$ cat src/rtl/mac_seq_pkg.sv
`default_nettype none
// ============================================================================
// Module   : mac_seq_pkg
// Purpose  : Shared types, layer codes and tap-count helper for the MAC sequencer.
// Revision : 1.0 - initial release
// ============================================================================
package mac_seq_pkg;

    typedef enum logic [2:0] {
        ST_IDLE  = 3'd0,
        ST_CLR   = 3'd1,
        ST_FETCH = 3'd2,
        ST_DRAIN = 3'd3,
        ST_CAPT  = 3'd4,
        ST_EMIT  = 3'd5,
        ST_DONE  = 3'd6
    } state_e;

    localparam logic [2:0] LAYER_CONV0 = 3'd0;
    localparam logic [2:0] LAYER_CONV1 = 3'd1;
    localparam logic [2:0] LAYER_FC    = 3'd2;

    localparam int CONV_TAPS   = 25;
    localparam int FC_TAPS_DEF = 192;
    localparam int TAP_W       = 10;

    function automatic logic layer_legal(input logic [2:0] layer);
        return (layer <= LAYER_FC);
    endfunction

    function automatic logic [TAP_W-1:0] tap_count(input logic [2:0] layer, input int fc_taps);
        return (layer == LAYER_FC) ? TAP_W'(fc_taps) : TAP_W'(CONV_TAPS);
    endfunction

endpackage
`default_nettype wire

$ cat src/rtl/mac_seq_ctrl_if.sv
`default_nettype none
// ============================================================================
// Module   : mac_seq_ctrl_if
// Purpose  : SRAM read bus, MAC operand/control bus and result handshake.
// Revision : 1.0 - initial release
// ============================================================================
interface mac_seq_ctrl_if #(
    parameter int AW = 12
);
    logic          rd_en;
    logic [AW-1:0] w_addr;
    logic [AW-1:0] a_addr;
    logic [15:0]   w_rdata;
    logic [15:0]   a_rdata;
    logic [15:0]   mac_a;
    logic [15:0]   mac_b;
    logic          mac_en;
    logic          mac_clr;
    logic [31:0]   mac_acc;
    logic          res_valid;
    logic          res_ready;
    logic [31:0]   res_data;
    logic [9:0]    res_idx;

    modport master (
        output rd_en, w_addr, a_addr, mac_a, mac_b, mac_en, mac_clr,
               res_valid, res_data, res_idx,
        input  w_rdata, a_rdata, mac_acc, res_ready
    );

    modport slave (
        input  rd_en, w_addr, a_addr, mac_a, mac_b, mac_en, mac_clr,
               res_valid, res_data, res_idx,
        output w_rdata, a_rdata, mac_acc, res_ready
    );
endinterface
`default_nettype wire

$ cat src/rtl/mac_addr_gen.sv
`default_nettype none
// ============================================================================
// Module   : mac_addr_gen
// Purpose  : Tap/window counters and weight/activation address generation.
// Revision : 1.0 - initial release
// ============================================================================
module mac_addr_gen
    import mac_seq_pkg::*;
#(
    parameter int AW      = 12,
    parameter int FC_TAPS = FC_TAPS_DEF
) (
    input  logic             clk,
    input  logic             reset,
    input  logic             pass_start_i,
    input  logic             tap_clr_i,
    input  logic             tap_step_i,
    input  logic             out_step_i,
    input  logic             is_fc_i,
    input  logic [5:0]       in_w_i,
    input  logic [TAP_W-1:0] taps_i,
    output logic             tap_last_o,
    output logic [AW-1:0]    w_addr_o,
    output logic [AW-1:0]    a_addr_o
);
    logic [TAP_W-1:0] tap_q;
    logic [2:0]       kx_q;
    logic [AW-1:0]    win_row_q;
    logic [5:0]       ocol_q;
    logic [AW-1:0]    row_base_q;
    logic [AW-1:0]    fc_base_q;

    // win_row_q = ky*in_w and row_base_q = orow*in_w, both kept by repeated adds
    always_ff @(posedge clk) begin
        if (reset) begin
            tap_q      <= '0;
            kx_q       <= '0;
            win_row_q  <= '0;
            ocol_q     <= '0;
            row_base_q <= '0;
            fc_base_q  <= '0;
        end else begin
            if (pass_start_i) begin
                ocol_q     <= '0;
                row_base_q <= '0;
                fc_base_q  <= '0;
            end else if (out_step_i) begin
                if (ocol_q == in_w_i - 6'd5) begin
                    ocol_q     <= '0;
                    row_base_q <= row_base_q + AW'(in_w_i);
                end else begin
                    ocol_q <= ocol_q + 6'd1;
                end
                fc_base_q <= fc_base_q + AW'(FC_TAPS);
            end

            if (tap_clr_i) begin
                tap_q     <= '0;
                kx_q      <= '0;
                win_row_q <= '0;
            end else if (tap_step_i) begin
                tap_q <= tap_q + TAP_W'(1);
                if (kx_q == 3'd4) begin
                    kx_q      <= '0;
                    win_row_q <= win_row_q + AW'(in_w_i);
                end else begin
                    kx_q <= kx_q + 3'd1;
                end
            end
        end
    end

    assign tap_last_o = (tap_q == taps_i - TAP_W'(1));
    assign w_addr_o   = is_fc_i ? (fc_base_q + AW'(tap_q)) : AW'(tap_q);
    assign a_addr_o   = is_fc_i ? AW'(tap_q)
                                : (row_base_q + AW'(ocol_q) + win_row_q + AW'(kx_q));

endmodule
`default_nettype wire

$ cat src/rtl/mac_seq_ctrl.sv
`default_nettype none
// ============================================================================
// Module   : mac_seq_ctrl
// Purpose  : Layer sequencer driving SRAM reads, MAC operands and result port.
// Revision : 1.0 - initial release
// ============================================================================
module mac_seq_ctrl
    import mac_seq_pkg::*;
#(
    parameter int AW      = 12,
    parameter int RD_LAT  = 1,
    parameter int FC_TAPS = FC_TAPS_DEF
) (
    input  logic        clk,
    input  logic        reset,
    input  logic        start,
    input  logic [2:0]  layer,
    input  logic [9:0]  cfg_n_out,
    input  logic [5:0]  cfg_in_w,
    output logic        busy,
    output logic        done,
    output logic        err,
    mac_seq_ctrl_if.master bus
);
    localparam logic [2:0] DRAIN_LAST = 3'(RD_LAT + 1);

    state_e           state_q, state_d;
    logic [9:0]       n_out_q, out_idx_q;
    logic [5:0]       in_w_q;
    logic             is_fc_q;
    logic [TAP_W-1:0] taps_q;
    logic [2:0]       drain_cnt_q;
    logic [RD_LAT-1:0] vld_q;
    logic [15:0]      mac_a_q, mac_b_q;
    logic             mac_en_q;
    logic             res_valid_q;
    logic [31:0]      res_data_q;
    logic [9:0]       res_idx_q;
    logic             done_q, err_q;

    logic          w_pass_start, w_tap_clr, w_tap_step, w_out_step, w_capt, w_accept;
    logic          w_tap_last, w_rd_en, w_last;
    logic [AW-1:0] w_w_addr, w_a_addr;

    assign w_rd_en = (state_q == ST_FETCH);
    assign w_last  = (out_idx_q == n_out_q - 10'd1);

    always_comb begin
        state_d      = state_q;
        w_pass_start = 1'b0;
        w_tap_clr    = 1'b0;
        w_tap_step   = 1'b0;
        w_out_step   = 1'b0;
        w_capt       = 1'b0;
        w_accept     = 1'b0;
        case (state_q)
            ST_IDLE: begin
                if (start && layer_legal(layer)) begin
                    w_pass_start = 1'b1;
                    state_d      = (cfg_n_out == 10'd0) ? ST_DONE : ST_CLR;
                end
            end
            ST_CLR: begin
                w_tap_clr = 1'b1;
                state_d   = ST_FETCH;
            end
            ST_FETCH: begin
                w_tap_step = 1'b1;
                if (w_tap_last) state_d = ST_DRAIN;
            end
            ST_DRAIN: begin
                if (drain_cnt_q == DRAIN_LAST) state_d = ST_CAPT;
            end
            ST_CAPT: begin
                w_capt  = 1'b1;
                state_d = ST_EMIT;
            end
            ST_EMIT: begin
                if (bus.res_ready) begin
                    w_accept = 1'b1;
                    if (w_last) begin
                        state_d = ST_DONE;
                    end else begin
                        w_out_step = 1'b1;
                        state_d    = ST_CLR;
                    end
                end
            end
            ST_DONE: state_d = ST_IDLE;
            default: state_d = ST_IDLE;
        endcase
    end

    always_ff @(posedge clk) begin
        if (reset) begin
            state_q     <= ST_IDLE;
            n_out_q     <= '0;
            out_idx_q   <= '0;
            in_w_q      <= '0;
            is_fc_q     <= 1'b0;
            taps_q      <= '0;
            drain_cnt_q <= '0;
            vld_q       <= '0;
            mac_a_q     <= '0;
            mac_b_q     <= '0;
            mac_en_q    <= 1'b0;
            res_valid_q <= 1'b0;
            res_data_q  <= '0;
            res_idx_q   <= '0;
            done_q      <= 1'b0;
            err_q       <= 1'b0;
        end else begin
            state_q <= state_d;
            done_q  <= (state_q == ST_DONE);
            err_q   <= (state_q == ST_IDLE) && start && !layer_legal(layer);

            if (w_pass_start) begin
                n_out_q   <= cfg_n_out;
                in_w_q    <= cfg_in_w;
                is_fc_q   <= (layer == LAYER_FC);
                taps_q    <= tap_count(layer, FC_TAPS);
                out_idx_q <= '0;
            end else if (w_out_step) begin
                out_idx_q <= out_idx_q + 10'd1;
            end

            drain_cnt_q <= (state_q == ST_DRAIN) ? drain_cnt_q + 3'd1 : 3'd0;

            // rd_en delayed by the SRAM latency marks the cycle read data is valid
            vld_q[0] <= w_rd_en;
            for (int i = 1; i < RD_LAT; i++) vld_q[i] <= vld_q[i-1];
            mac_en_q <= vld_q[RD_LAT-1];
            if (vld_q[RD_LAT-1]) begin
                mac_a_q <= bus.a_rdata;
                mac_b_q <= bus.w_rdata;
            end

            if (w_capt) begin
                res_valid_q <= 1'b1;
                res_data_q  <= bus.mac_acc;
                res_idx_q   <= out_idx_q;
            end else if (w_accept) begin
                res_valid_q <= 1'b0;
            end
        end
    end

    mac_addr_gen #(
        .AW      (AW),
        .FC_TAPS (FC_TAPS)
    ) u_addr_gen (
        .clk          (clk),
        .reset        (reset),
        .pass_start_i (w_pass_start),
        .tap_clr_i    (w_tap_clr),
        .tap_step_i   (w_tap_step),
        .out_step_i   (w_out_step),
        .is_fc_i      (is_fc_q),
        .in_w_i       (in_w_q),
        .taps_i       (taps_q),
        .tap_last_o   (w_tap_last),
        .w_addr_o     (w_w_addr),
        .a_addr_o     (w_a_addr)
    );

    assign busy          = (state_q != ST_IDLE);
    assign done          = done_q;
    assign err           = err_q;
    assign bus.rd_en     = w_rd_en;
    assign bus.w_addr    = w_rd_en ? w_w_addr : '0;
    assign bus.a_addr    = w_rd_en ? w_a_addr : '0;
    assign bus.mac_clr   = (state_q == ST_CLR);
    assign bus.mac_en    = mac_en_q;
    assign bus.mac_a     = mac_a_q;
    assign bus.mac_b     = mac_b_q;
    assign bus.res_valid = res_valid_q;
    assign bus.res_data  = res_data_q;
    assign bus.res_idx   = res_idx_q;

endmodule
`default_nettype wire

$ cat src/flat_wrapper.sv
// flat-port wrapper written by rule: the top's interface ports become plain ports
module mac_seq_ctrl_flat import mac_seq_pkg::*;
#(
    parameter int AW      = 12,
    parameter int RD_LAT  = 1,
    parameter int FC_TAPS = FC_TAPS_DEF
)
  (clk, reset, start, layer, cfg_n_out, cfg_in_w, busy, done, err, bus_rd_en, bus_w_addr, bus_a_addr, bus_mac_a, bus_mac_b, bus_mac_en, bus_mac_clr, bus_res_valid, bus_res_data, bus_res_idx, bus_w_rdata, bus_a_rdata, bus_mac_acc, bus_res_ready);
  mac_seq_ctrl_if #(.AW(AW)) bus_i ();
  input  logic clk;
  input  logic reset;
  input  logic start;
  input  logic [2:0] layer;
  input  logic [9:0] cfg_n_out;
  input  logic [5:0] cfg_in_w;
  output logic busy;
  output logic done;
  output logic err;
  output wire logic [$bits(bus_i.rd_en)-1:0] bus_rd_en;
  output wire logic [$bits(bus_i.w_addr)-1:0] bus_w_addr;
  output wire logic [$bits(bus_i.a_addr)-1:0] bus_a_addr;
  output wire logic [$bits(bus_i.mac_a)-1:0] bus_mac_a;
  output wire logic [$bits(bus_i.mac_b)-1:0] bus_mac_b;
  output wire logic [$bits(bus_i.mac_en)-1:0] bus_mac_en;
  output wire logic [$bits(bus_i.mac_clr)-1:0] bus_mac_clr;
  output wire logic [$bits(bus_i.res_valid)-1:0] bus_res_valid;
  output wire logic [$bits(bus_i.res_data)-1:0] bus_res_data;
  output wire logic [$bits(bus_i.res_idx)-1:0] bus_res_idx;
  input wire logic [$bits(bus_i.w_rdata)-1:0] bus_w_rdata;
  input wire logic [$bits(bus_i.a_rdata)-1:0] bus_a_rdata;
  input wire logic [$bits(bus_i.mac_acc)-1:0] bus_mac_acc;
  input wire logic [$bits(bus_i.res_ready)-1:0] bus_res_ready;
  assign bus_rd_en = bus_i.rd_en;
  assign bus_w_addr = bus_i.w_addr;
  assign bus_a_addr = bus_i.a_addr;
  assign bus_mac_a = bus_i.mac_a;
  assign bus_mac_b = bus_i.mac_b;
  assign bus_mac_en = bus_i.mac_en;
  assign bus_mac_clr = bus_i.mac_clr;
  assign bus_res_valid = bus_i.res_valid;
  assign bus_res_data = bus_i.res_data;
  assign bus_res_idx = bus_i.res_idx;
  assign bus_i.w_rdata = bus_w_rdata;
  assign bus_i.a_rdata = bus_a_rdata;
  assign bus_i.mac_acc = bus_mac_acc;
  assign bus_i.res_ready = bus_res_ready;
  mac_seq_ctrl #(.AW(AW), .RD_LAT(RD_LAT), .FC_TAPS(FC_TAPS)) u_core (.clk(clk), .reset(reset), .start(start), .layer(layer), .cfg_n_out(cfg_n_out), .cfg_in_w(cfg_in_w), .busy(busy), .done(done), .err(err), .bus(bus_i));
endmodule
$ cat config.mk
export PLATFORM = sky130hd
export DESIGN_NAME = mac_seq_ctrl_flat
export DESIGN_NICKNAME = d
export VERILOG_FILES = /design/src/rtl/mac_seq_pkg.sv /design/src/rtl/mac_seq_ctrl_if.sv /design/src/rtl/mac_addr_gen.sv /design/src/rtl/mac_seq_ctrl.sv /design/src/flat_wrapper.sv
export SDC_FILE = /design/constraint.sdc
export NUM_CORES = 1
export LEC_CHECK = 0
export ABC_AREA = 0
export BUFFER_PORTS_ARGS = -buffer_cell sky130_fd_sc_hd__clkbuf_2
export CAP_MARGIN = 20
export CORE_MARGIN = 4
export CORE_UTILIZATION = 39
export CTS_BUF_LIST = sky130_fd_sc_hd__clkbuf_8
export CTS_CLUSTER_DIAMETER = 30
export CTS_CLUSTER_SIZE = 8
export DETAILED_ROUTE_END_ITERATION = 16
export PLACE_DENSITY_LB_ADDON = 0.15
export SYNTH_ARGS = -nofsm -noshare
export SYNTH_HDL_FRONTEND = slang
export SYNTH_SLANG_ARGS = --single-unit
$ cat constraint.sdc
create_clock -name clk -period 3.05 [get_ports clk]
set_input_delay 0.1525 -clock clk [delete_from_list [all_inputs] [get_ports clk]]
set_output_delay 0.1525 -clock clk [all_outputs]
set_load 0.02 [all_outputs]
Yosys cells after proc, flatten, opt, wreduce, memory -nomap -nowiden
Index checks and enable logic that the tools add are counted.

storage, ports and cells
  input bits = 87
  register bits = 177
  output and inout port bits = 105

operators by class
  bitwise operators = 1
  multiplexer cells = 26
  reduce and logical (&&, ||, !) cells = 14
  eq/ne operators = 16
  add/subtract/negate cells = 15
  magnitude comparators = 1

operator list
  cell                   count
  $mux 12                4
  $add 12x6->12          3
  $mux 3                 7
  $add 10x1->10 const B  2
  $eq 10x10->1           2
  $sub 10x1->10 const B  2
  $pmux 3 s6             1
  $add 12x10->12         1
  $add 12x12->12         1
  $add 12x3->12          1
  $add 12x8->12 const B  1
  $eq 3x2->1 const B     4
  $eq 3x3->1 const B     4
  $mux 1                 12
  $logic_not 10->1       1
  $mux 8                 1
  $add 3x1->3 const B    2
  $add 6x1->6 const B    1
  $eq 6x6->1             1
  $mux 6                 1
  $reduce_or 2->1        3
  $sub 6x3->6 const B    1
  $ne 2x1->1 const B     2
  $ne 2x2->1 const B     2
  other kinds (10)       13

Logic depth before layout (Yosys ltp)
  depth in word-level cells = 6
  mapped depth = 13
  gate-level depth less buffers = 13

Modules after synthesis
Synthesis repeated with hierarchy kept, for this count alone.

second synthesis, totals
  cells, all modules = 1101
  area total of the unflattened synthesis = 9078.7 sq um

by module, submodules not included
  module        area an instance (sq um)  sequential area each (sq um)  instances  cells each
  mac_seq_ctrl  4800.9                    2262.2                        1          582
  mac_addr_gen  4277.9                    980.9                         1          519

Worst setup path before layout
OpenSTA, ideal clock, no wires.

  kind = register to output
  from = reg u_core.u_addr_gen.kx_q[1]
  to = out bus_a_addr[11]
  data required time = 2.897 ns
  path buffers = 0
  slack = -0.599 ns
  stages on the path, launching flop included = 14
  data arrival time = 3.496 ns
  path through = dfxtp_1 -> inv_1 -> fa_1 -> fa_1 -> inv_1 -> ha_1 -> fa_1 -> a21o_1 -> a21oi_1 -> o21ai_0 -> a211oi_1 -> o31ai_1 -> xnor2_1 -> nor3_1

between the ends
  cells in the longest elaborated chain, start to end = 3

ends and longest elaborated chain
  element                   line                 RTL
  start: declaration        mac_addr_gen.sv:27   logic [2:0] kx_q;
  start signal: assignment  mac_addr_gen.sv:67   kx_q <= kx_q + 3'd1;
  $add 12x3->12             mac_addr_gen.sv:76   : (row_base_q + AW'(ocol_q) + win_row_q + AW'(kx_q));
  $mux 12                   mac_addr_gen.sv:75   assign a_addr_o = is_fc_i ? AW'(tap_q)
  $mux 12                   mac_seq_ctrl.sv:171  assign bus.a_addr = w_rd_en ? w_a_addr : '0;
  end: declaration          flat_wrapper.sv:21   output wire logic [$bits(bus_i.a_addr)-1:0] bus_a_addr;

No other way between the ends.

Final worst setup path
Ends and elaborated chain as after synthesis.

==> results.yml <==
status:
  outcome: "finished, violations left"
  violations: "setup timing"
yosys:
  synth-simple-area-share_pct: 20.6
  synth_top_area_cell: "dfxtp_1"
  async_flop_share_pct: 0
  yosysWarningCount: 0
  synth_top_family_by_area: "simple AND/OR/NAND/NOR gates"
  synthTopCellsByCount: "nand2_1, dfxtp_1, nor2_1"
  avgSynthCellArea_um2: 8.27
  synthTopCellsByArea: "dfxtp_1, ha_1, nand2_1, a21oi_1, mux2i_1"
  seq_area_frac_synth_pct: 38.2
  syn_nets: 1178
  syn_area_um2: 8490
  synth_fa_ha_area_share_pct: 10.5
  synth.most_common_cell: "nand2_1"
  synth_edf_count: 0
  ys.flop_type: "dfxtp_1"
  yosysUniqueCellTypes: 60
  synth_seq_cells: 162
  synth_compound_area_share_pct: 14.0
  synthXorXnorAreaFrac_pct: 6.91
  synthMuxAreaShare_pct: 5.07
  syn_inst: 1027
  yosysTopAreaCellShare_pct: 38.2
setup_path:
  crit_arrival_ns: 3.65
  path_class: "reg -> out"
  reg2reg_slack_ns: 0.26
  critPathCaptureType: "primary output"
  required_ns: 2.90
  cpPeakStageDelay_ns: 0.50
  cp_cell_sequence: "inv_2 > fa_2 > fa_1 > inv_2 > ha_4 > fa_2 > a21o_1 > a21oi_4 > o21ai_2 > a211oi_2 > o31ai_2 > xnor2_1 > nor3_2 > buf_4"
  startpoint_type: "register"
  cp_max_fo: 3
  slowest_stage: "fa_1"
sta:
  hold_violations: 0
  setup_ws_ns: -0.757
  finClkSkew_ns: 0.0194
  rsz0062_at_grt: "yes"
  slew_viol_final: 0
  max_freq_mhz: 263
  tightest_slew_ns: 1.03
  fin_crit_sh_pct: 125
  relSlewSlack_pct: 31.5
  finalSetupViolations: 9
  finalCriticalPeriod_ns: 3.81
place:
  numPortBuffers: 191
  gp_congestion: 0.813
  dp_cells: 1479
  dp_slack_ns: -0.326
  post-dp-hpwl_um: 16800
cts:
  cts_tree: "done"
  clockRootBuffer: "clkbuf_8"
  insertion_delay_ns: 0.46
  cts_buffers: 17
  cts_buffer_depth: 2
  clk_pin_slew_ns: 0.09
  h-tree-depth: 4
  clkSinkCount: 162
cells_and_area:
  nNetsFinal: 1465
  final_cells: 1603
  area_growth_pct: 33.8
  drive_gt1_share_pct: 24.0
route:
  postRouteAntennaNets: 0
  num_vias: 7943
  wl_um: 24000
  drt-initial-drc-count: 361
  first_pass_iters: 5
  avgViaCountPerCell: 4.96
  routedWlPerCell_um: 14.9
  drc_errors: 0
power:
  leakage_nw: 4.77
  power.density_nw_per_um2: 419
  ir_worst_vdd_uv: 307
global_routing:
  track_usage_pct: 19.6
  first_global_vias: 7621
  antenna_found_initial: 1
  grt_start_max_net_pins: 54
  grt-ovfl-total: 0
  grt_pass1_wl_um: 39000
hold_path:
  hp-class: "in -> reg"
floorplanning:
  die_w_um: 156
  design.die.area_um2: 24200
  rows: 53
  core_area_um2: 21200
  die_h_um: 156
  io_pins: 192
  start_util_pct: 40.0
flow_run:
  cap_violations: 0
[worst paths after layout]
| path | from | depth (start not counted) | endpoint |
|---|---|---|---|
| worst min-delay path | layer[1] | 3 | u_core.taps_q[4] |
| worst max-delay path | u_core.u_addr_gen.kx_q[1] | 14 | bus_a_addr[11] |
| worst max register to register | u_core.n_out_q[0] | 7 | u_core.u_addr_gen.fc_base_q[10] |
| worst min register to register | u_core.drain_cnt_q[0] | 1 | u_core.drain_cnt_q[0] |
[worst max-delay path, delay by kind of cell (launching register included)]
family	cells	cell delay, ns
AOI/OAI and AO/OA	5	0.83
buffers and inverters	3	0.26
DFF	1	0.34
and+or+nand+nor	1	0.15
adders and majority gates	4	1.45
xor gates and xnor gates	1	0.16
[final cells by class]
cell class	count	area, um^2
Tap cell	275	344
Inverter	55	206
Multi-Input combinational cell	759	4950
Clock inverter	14	155
Sequential cell	162	3250
Antenna cell	1	2.50
Clock buffer	18	248
Fill cell	2063	9850
Timing Repair Buffer	319	2210
[sequential cells by signal (all words and copies together), names as in the netlist, 2 cells and up]
| register | count |
|---|---|
| u_core.u_addr_gen.ocol_q | 6 |
| u_core.taps_q | 2 |
| u_core.bus.mac_b | 16 |
| u_core.u_addr_gen.win_row_q | 12 |
| u_core.u_addr_gen.fc_base_q | 6 |
| u_core.u_addr_gen.tap_q | 10 |
| u_core.state_q | 3 |
| u_core.in_w_q | 6 |
| u_core.out_idx_q | 10 |
| u_core.drain_cnt_q | 3 |
| u_core.bus.res_idx | 10 |
| u_core.u_addr_gen.row_base_q | 12 |
| u_core.n_out_q | 10 |
| u_core.u_addr_gen.kx_q | 3 |
| u_core.bus.res_data | 32 |
| u_core.bus.mac_a | 16 |
[routing by layer]
metal  wire length (um)  vias up  track usage [%]  part of all wire [%]
met5                  0        -                0                     0
met3               1160       39             3.66                   4.8
met4                652        0             6.75                   2.7
met1              11200     3630             26.7                    47
met2              10900      210             31.5                    46
li1                   -     4064                -                     -
[report_power, final]
| part | internal, mW | switching [mW] | leakage, nW |
|---|---|---|---|
| Clock | 0.646 | 0.954 | 0.207 |
| Sequential | 2.19 | 0.110 | 1.31 |
| Combinational | 0.367 | 0.498 | 3.25 |
| Total | 3.21 | 1.56 | 4.77 |
[placed cells by master, fill, tap and decap left out, drive strengths merged, types with 10 or more instances in the layout]
cell         netlist  routed
inv               54      63
nand3             22      22
xnor2             38      38
a21oi            105     105
dfxtp            162     162
ha                52      52
mux2i             43      43
nor3              11      11
nor4              10      10
clkbuf            45     202
o31ai             12      12
nand2            169     169
and3              11      11
buf                6      54
nor2             107     107
xor2              29      29
or3               14      14
o21ai             31      31
fa                12      12
dlygate4sd3        0      81
[metrics by stage]
| step | setup TNS [ns] | utilization [%] | area [um^2] | power [mW] | hold slack (ns) |
|---|---|---|---|---|---|
| 3_3_place_gp | -0.766 | 46.9 | 9950 | 3.12 | 0.377 |
| 4_1_cts | -5.29 | 53.2 | 11300 | 4.83 | 0.0162 |
| 2_1_floorplan | -0.355 | - | 8540 | 2.84 | 0.288 |
| 5_1_grt | -6.59 | 53.6 | 11400 | 5.01 | 0.0740 |
| 6_report | -5.12 | 53.6 | 11400 | 4.77 | 0.0463 |
| 3_5_place_dp | -0.878 | 46.9 | 9950 | 3.13 | 0.381 |
[logic make-up after synthesis]
kind of cell,Yosys count
AO/OA/AOI/OAI,197
XOR/XNOR,67
adder cells (fa/ha/maj),64
buffers and inverters,106
flip-flops,162
multiplexers,43
AND/OR/NAND/NOR,388
[repair_timing]
action	4_1_cts	5_1_grt
hold buffers	81	0
resized for setup	25	23
endpoints found under the hold margin	81	0
buffers inserted	7	8
pin swaps	30	18
setup endpoints to repair	10	10
(Power assumes the default switching activity.)
